### config.mk
export PLATFORM = sky130hd
export DESIGN_NAME = sub_share_arbiter
export DESIGN_NICKNAME = d
export VERILOG_FILES = /design/src/rtl/sub_share_pkg.sv /design/src/rtl/top_sub.sv /design/src/rtl/sub_share_arbiter.sv
export SDC_FILE = /design/constraint.sdc
export NUM_CORES = 1
export LEC_CHECK = 0
export ABC_CLOCK_PERIOD_IN_PS = 3700
export BUFFER_PORTS_ARGS = -buffer_cell sky130_fd_sc_hd__clkbuf_2
export CELL_PAD_IN_SITES_DETAIL_PLACEMENT = 0
export CELL_PAD_IN_SITES_GLOBAL_PLACEMENT = 1
export CORE_ASPECT_RATIO = 1.2
export CORE_MARGIN = 2
export CORE_UTILIZATION = 40
export CTS_CLUSTER_DIAMETER = 60
export DETAILED_ROUTE_END_ITERATION = 10
export GPL_ROUTABILITY_DRIVEN = 1
export PLACE_DENSITY = 0.85
export SLEW_MARGIN = 10
export SYNTH_ARGS = -nofsm -noshare
export SYNTH_HDL_FRONTEND = slang
export SYNTH_HIERARCHICAL = 1
export SYNTH_SLANG_ARGS = --single-unit
### constraint.sdc
create_clock -name clk -period 3.7 [get_ports clk]
set_input_delay 0.74 -clock clk [delete_from_list [all_inputs] [get_ports clk]]
set_output_delay 0.74 -clock clk [all_outputs]
set_load 0.03 [all_outputs]
### src/rtl/sub_share_pkg.sv
// Shared types and helpers for the subtractor-sharing arbiter.
package sub_share_pkg;

   // Arbiter FSM: idle, one-cycle execute, hold result until the owner releases.
   typedef enum logic [1:0] {
      IDLE = 2'd0,
      EXEC = 2'd1,
      DONE = 2'd2
   } arb_state_t;

   // Upper bound on requesters handled by rr_pick; the request vector is
   // zero-extended to this width so one function serves every N.
   localparam int MAX_N = 32;

   // Round-robin winner: first requester with its bit set, scanning
   // ptr, ptr+1, ... modulo n. Returns 0 when nothing is requesting.
   function automatic int rr_pick(input logic [MAX_N-1:0] req, input int ptr, input int n);
      int  idx;
      bit  found;
      rr_pick = 0;
      found   = 1'b0;
      for (int k = 0; k < MAX_N; k++) begin
         if (k < n && !found) begin
            idx = (ptr + k) % n;
            if (req[5'(idx)]) begin
               rr_pick = idx;
               found   = 1'b1;
            end
         end
      end
   endfunction

endpackage

### src/rtl/top_sub.sv
// Unsigned absolute-difference unit: r = |a - b - cin|, ne flags a negative
// raw difference, cout is the carry (no-borrow) out of the subtraction.
module top_sub #(
   parameter int x = 4
) (
   input  logic [x-1:0] a,
   input  logic [x-1:0] b,
   input  logic         cin,
   output logic [x-1:0] r,
   output logic         ne,
   output logic         cout
);

   logic [x:0] diff;

   // One extra bit captures the borrow; a borrow means the result must be negated.
   assign diff = {1'b0, a} - {1'b0, b} - {{x{1'b0}}, cin};
   assign ne   = diff[x];
   assign cout = ~diff[x];
   assign r    = diff[x] ? (~diff[x-1:0] + 1'b1) : diff[x-1:0];

endmodule

### src/rtl/sub_share_arbiter.sv
// Round-robin arbiter sharing a single top_sub among N requesters.
// Operands are captured on the grant edge; the result is registered on the
// exit from EXEC and held until the owner drops its request.
module sub_share_arbiter
   import sub_share_pkg::*;
#(
   parameter  int X  = 4,
   parameter  int N  = 2,
   localparam int OW = (N > 1) ? $clog2(N) : 1
) (
   input  logic            clk,
   input  logic            rst,
   input  logic [N-1:0]    req,
   input  logic [N*X-1:0]  a_in,
   input  logic [N*X-1:0]  b_in,
   output logic [N-1:0]    gnt,
   output logic            done,
   output logic [OW-1:0]   owner,
   output logic [X-1:0]    r_out,
   output logic            ne_out
);

   arb_state_t      state_reg,  state_next;
   logic [N-1:0]    gnt_reg,    gnt_next;
   logic            done_reg,   done_next;
   logic [OW-1:0]   owner_reg,  owner_next;
   logic [OW-1:0]   rr_ptr_reg, rr_ptr_next;
   logic [X-1:0]    op_a_reg,   op_a_next;
   logic [X-1:0]    op_b_reg,   op_b_next;
   logic [X-1:0]    r_out_reg,  r_out_next;
   logic            ne_reg,     ne_next;

   logic [MAX_N-1:0] req_ext;
   int               pick_idx;
   logic [X-1:0]     sub_r;
   logic             sub_ne;

   assign req_ext  = MAX_N'(req);
   assign pick_idx = rr_pick(req_ext, int'(rr_ptr_reg), N);

   // The shared datapath always works on the latched operand copy.
   top_sub #(.x(X)) u_sub (
      .a    (op_a_reg),
      .b    (op_b_reg),
      .cin  (1'b0),
      .r    (sub_r),
      .ne   (sub_ne),
      .cout ()
   );

   // Next-state and register-update logic; everything holds unless a state acts on it.
   always_comb begin
      state_next  = state_reg;
      gnt_next    = gnt_reg;
      done_next   = done_reg;
      owner_next  = owner_reg;
      rr_ptr_next = rr_ptr_reg;
      op_a_next   = op_a_reg;
      op_b_next   = op_b_reg;
      r_out_next  = r_out_reg;
      ne_next     = ne_reg;
      case (state_reg)
         IDLE: begin
            if (|req) begin
               gnt_next   = N'(1) << pick_idx;
               owner_next = OW'(pick_idx);
               op_a_next  = a_in[pick_idx*X +: X];
               op_b_next  = b_in[pick_idx*X +: X];
               state_next = EXEC;
            end
         end
         EXEC: begin
            r_out_next = sub_r;
            ne_next    = sub_ne;
            done_next  = 1'b1;
            state_next = DONE;
         end
         DONE: begin
            if (!req[owner_reg]) begin
               gnt_next    = '0;
               done_next   = 1'b0;
               rr_ptr_next = (int'(owner_reg) + 1 == N) ? '0 : owner_reg + 1'b1;
               state_next  = IDLE;
            end
         end
         default: begin
            gnt_next   = '0;
            done_next  = 1'b0;
            state_next = IDLE;
         end
      endcase
   end

   // State and output registers; reset drops any transaction in flight.
   always_ff @(posedge clk or posedge rst) begin
      if (rst) begin
         state_reg  <= IDLE;
         gnt_reg    <= '0;
         done_reg   <= 1'b0;
         owner_reg  <= '0;
         rr_ptr_reg <= '0;
         op_a_reg   <= '0;
         op_b_reg   <= '0;
         r_out_reg  <= '0;
         ne_reg     <= 1'b0;
      end else begin
         state_reg  <= state_next;
         gnt_reg    <= gnt_next;
         done_reg   <= done_next;
         owner_reg  <= owner_next;
         rr_ptr_reg <= rr_ptr_next;
         op_a_reg   <= op_a_next;
         op_b_reg   <= op_b_next;
         r_out_reg  <= r_out_next;
         ne_reg     <= ne_next;
      end
   end

   assign gnt    = gnt_reg;
   assign done   = done_reg;
   assign owner  = owner_reg;
   assign r_out  = r_out_reg;
   assign ne_out = ne_reg;

endmodule
Word level (Yosys, flattened, before mapping)
Cells that the tools add are included.

word-level totals
  register bits = 20
  word-level logic and storage cells = 57
  input port bits = 20
  output and inout port bits = 9

cells by class
  reduce and logical (&&, ||, !) cells = 7
  $add $sub $neg = 5
  order comparisons = 3
  equality and inequality tests = 5
  shifts and indexed selects = 3
  multiplexer cells = 20
  bitwise gates (word level) = 5

operator list
  kind                                                                    count
  32-bit two-way mux                                                      2
  8-bit by 32-bit variable part select with 4-bit output                  2
  1-bit by 32-bit << shifter with 2-bit output (first input constant)     1
  2-bit case mux with 3 select lines                                      2
  1-bit two-way mux                                                       10
  2-bit AND reduction                                                     4
  2-bit by 7-bit < comparator with 1-bit output (second input constant)   1
  1-bit by 6-bit < comparator with 1-bit output (second input constant)   1
  2-bit two-way mux                                                       3
  4-bit by 4-bit subtractor with 5-bit output                             1
  4-bit by 1-bit adder with 4-bit output (second input constant)          1
  2-bit equality test (second input constant)                             2
  4-bit two-way mux                                                       1
  2-bit != test (second input constant)                                   2
  4-bit NOT                                                               1
  1-bit NOT                                                               3
  1-bit case mux with 3 select lines                                      1
  3-bit AND reduction                                                     1
  1-bit adder (second input constant)                                     2
  1-bit by 1-bit adder with 2-bit output (second input constant)          1
  1-bit binary-select mux with 2-bit select                               1
  2-bit by 1-bit equality test with 1-bit output (second input constant)  1
  2-bit zero test                                                         1
  1-bit by 2-bit < comparator with 1-bit output (second input constant)   1
  2 further kinds                                                         2

Logic depth before layout (Yosys ltp)
  depth after elaboration = 10
  gate-level depth with buffers = 11

Modules after synthesis
Netlist, hierarchy kept.

by module, submodules not included
  module             cells each  instances  area an instance (um^2)  seq. area each (um^2)
  sub_share_arbiter  90          1          947.2                    500.5
  top_sub            36          1          317.8                    0.0

Worst setup path after synthesis
OpenSTA, ideal clock, no wires.

  path type = flip-flop to flip-flop
  start = reg op_a_reg[0]
  end = reg r_out_reg[1], in the netlist r_out[1]
  data arrival time = 2.880 ns
  setup time = 0.125 ns
  setup slack = 0.695 ns
  data required time = 3.575 ns
  cell stages (with the launch flop) = 11
  clock period less this slack = 3.005 ns
  cell sequence = dfrtp_1 -> fa_1 -> inv_1 -> ha_1 -> or2_2 -> fa_1 -> nand2b_4 -> a22o_1 -> nor2_2 -> mux2_4 -> mux2_2

between the ends
  word-level cells in the longest chain between the ends = 4

ends and longest elaborated chain
  item                                             line                      source
  start, declared                                  sub_share_arbiter.sv:28   logic [X-1:0] op_a_reg, op_a_next;
  start signal, assigned                           sub_share_arbiter.sv:112  op_a_reg <= op_a_next;
  4-bit by 4-bit subtractor with 5-bit output (*)  top_sub.sv:17             assign diff = {1'b0, a} - {1'b0, b} - {{x{1'b0}}, cin};
  4-bit NOT                                        top_sub.sv:20             assign r = diff[x] ? (~diff[x-1:0] + 1'b1) : diff[x-1:0];
  4-bit by 1-bit adder with 4-bit output           top_sub.sv:20
  4-bit two-way mux (*)                            top_sub.sv:20
  named net sub_r[1]                               sub_share_arbiter.sv:35   logic [X-1:0] sub_r;
  end signal, assigned                             sub_share_arbiter.sv:114  r_out_reg <= r_out_next;
  end, declared                                    sub_share_arbiter.sv:30   logic [X-1:0] r_out_reg, r_out_next;

Mark *: on every way through the listed nets, which the timed path passes. The rest lies on a longest branch.
A chain may end at the register's enable or synchronous reset.

Worst setup path after layout
Same ends and word-level chain as after synthesis.

==> metrics <==
met1 usage=14.9%; number of buffers created by CTS=3; Worst Path Required=3.91 ns; DRC=0; clk buf depth=2; vias in the first global route=1013; area leader, netlist=dfrtp_1; worst r2r src=op_a_reg[0]; max_cap viols=0; Slew Viols, Final=0; Setup crit start kind=flop; Die Span X=55.3 µm; Tmin final=3.12 ns; CTS clk-pin slew, worst paths=0.12 ns; Final setup viols=0; Fmax=321 MHz; multi-input combinational cell area=674 µm²; Critical Path Sink Type=flop; Register Area=500 µm²; Syn Area/Cell=10.0 µm²; via count=996; fillers=307; final WL=2370 µm; Synth Net Count=155; # resized after CTS=0; largest net degree at the start of global routing=21; Ant. Diodes=0; CP Capture Point=r_out[1]; later-pin clock latency in the skew report=0.31 ns; RSZ-0062 raised after global routing=no; die area=3630 µm²; share of cells above drive strength 1=29.9%; clk root buf=clkbuf_4; Crit Path Category=flop to flop; worst path arrival time=3.33 ns; post-DR vias/cell=5.24; Rel. slew slack=48.3%; grt total ovfl=0; GR Util met2=29.0%; Sink Count=20; area share of the largest cell type after synthesis=39.6%; Final ANT Viol Nets=0; top area cells in the synthesized netlist=dfrtp_1, ha_1, inv_1; met3 global-route usage=3.15%; Final Cycle Share=84.3%; # rows=22; Post-CTS Setup Inserts=0; hold_buf cts=0; chip height=65.6 µm; DRT iter0 DRCs=10; Setup TNS=0 ns; area growth from synthesis to layout=16.8%; IO Pins=29; Worst Setup SP=op_a_reg[0]; NumNets Final=184; Synth Warn #=6; status=finished, final reports clean; Netlist Area Pre-Place=1260 µm²; number of buffers added on ports=28; H-tree depth=1; antenna violations before repair=0; Initial Util=41.8%; Seq/Total Area, Yosys=39.6%; area of the core=3030 µm²; All-Layer GR Usage=15.0%; Hold Path Class=flop to flop; WL/cell=12.5 µm; Yosys cell types=39; r2r endpoint=r_out[1]; Syn Inst Count=126; routability-driven placement congestion ratio=0.771; Layout Skew=0.00320 ns; first-pass GRT wire length=4290 µm; R2R Setup Slk=0.58 ns; crit-path max FO=3; Pre-antenna DRT Iters=4; post-DP HPWL=1920 µm; CTS tree=yes; Hold WS=0.497 ns; GRT Max-Usage Layer=met2; Yosys reg bits=20; final hold violations=0; Worst-Margin Slew=0.775 ns; R2R depth=10
[synth_stat cells, drive strengths merged]
| library cell | number |
|---|---|
| xnor2 | 2 |
| nand3 | 8 |
| clkbuf | 1 |
| fa | 2 |
| o21ai | 12 |
| a22o | 2 |
| o21a | 1 |
| a21oi | 9 |
| conb | 1 |
| nand2b | 4 |
| a31oi | 8 |
| a311oi | 1 |
| buf | 3 |
| dfrtp | 20 |
| nand3b | 1 |
| xor2 | 3 |
| and2 | 1 |
| mux2 | 6 |
| and2b | 1 |
| nor2 | 5 |
| a221o | 2 |
| or2 | 3 |
| a211oi | 1 |
| nand2 | 2 |
| inv | 16 |
| o32ai | 1 |
| o21ba | 1 |
| ha | 7 |
| mux2i | 1 |
| o21bai | 1 |
[cells by family (layout without fill, tap and decap cells)]
kind of cell    after synthesis  in the layout  synth area share [%]
compound gates               39             39                  20.2
xor+xnor                      5              5                  3.46
fa+ha+maj                     9              9                  10.1
buf+inv                      20             48                  7.12
flops                        20             20                  39.6
mux                           7              7                  6.43
other cells                   1              1                 0.296
simple gates                 25             25                  12.9
[through the flow]
stage / setup slack (ns) / instance area, µm² / utilization, % / cells
after floorplan: 0.695 / 1260 / - / 126
after global placement: 0.656 / 1430 / 47.1 / 186
after detailed placement: 0.587 / 1430 / 47.1 / 186
after CTS: 0.562 / 1480 / 48.8 / 190
after global routing: 0.435 / 1480 / 48.8 / 190
final: 0.580 / 1480 / 48.8 / 190
[per-layer routing]
layer | up-vias | share of wire [%]
li1 | 498 | -
met1 | 471 | 41
met2 | 22 | 52
met3 | 5 | 4.6
met4 | 0 | 2.2
met5 | - | 0
[area by class of cell]
class                           instances  share of cell area (%)
Timing Repair Buffer                   28                    9.48
Tap cell                               36                    3.05
Clock buffer                            3                    1.52
Sequential cell                        20                    33.9
Multi-Input combinational cell         86                    45.6
Clock inverter                          1                    2.03
Inverter                               16                    4.40
[worst min-delay path by stage]
stage	startpoint	to	slack, ns	cells past startpoint
global route	done	done	0.53	1
detailed placement	done	done	0.47	1
global placement	done	done	0.46	1
floorplan	rr_ptr_reg	rr_ptr_reg	0.50	2
CTS	done	done	0.50	1
finish	done	done	0.50	1
[cells in the final DEF (no fill, tap or decap), drive strengths merged, types with 2 or more instances in the layout]
| master | instances |
|---|---|
| nand3 | 8 |
| inv | 16 |
| a21oi | 9 |
| a221o | 2 |
| mux2 | 6 |
| nand2b | 4 |
| a22o | 2 |
| nand2 | 2 |
| ha | 7 |
| dfrtp | 20 |
| o21ai | 12 |
| a31oi | 8 |
| xnor2 | 2 |
| xor2 | 3 |
| clkbuf | 31 |
| nor2 | 5 |
| fa | 2 |
| or2 | 3 |
[worst max-delay path, cell delays in order, from the launching register on]
cell and delay, ns:
dfrtp_1 0.42, fa_1 0.56, inv_1 0.05, ha_1 0.18, or2_2 0.30, fa_1 0.40
nand2b_4 0.17, a22o_1 0.22, nor2_2 0.15, mux2_4 0.30, mux2_2 0.26
Power is left out: the tool's default activity adds up to more than one toggle a clock period on the data nets, which glitch-free logic cannot reach.
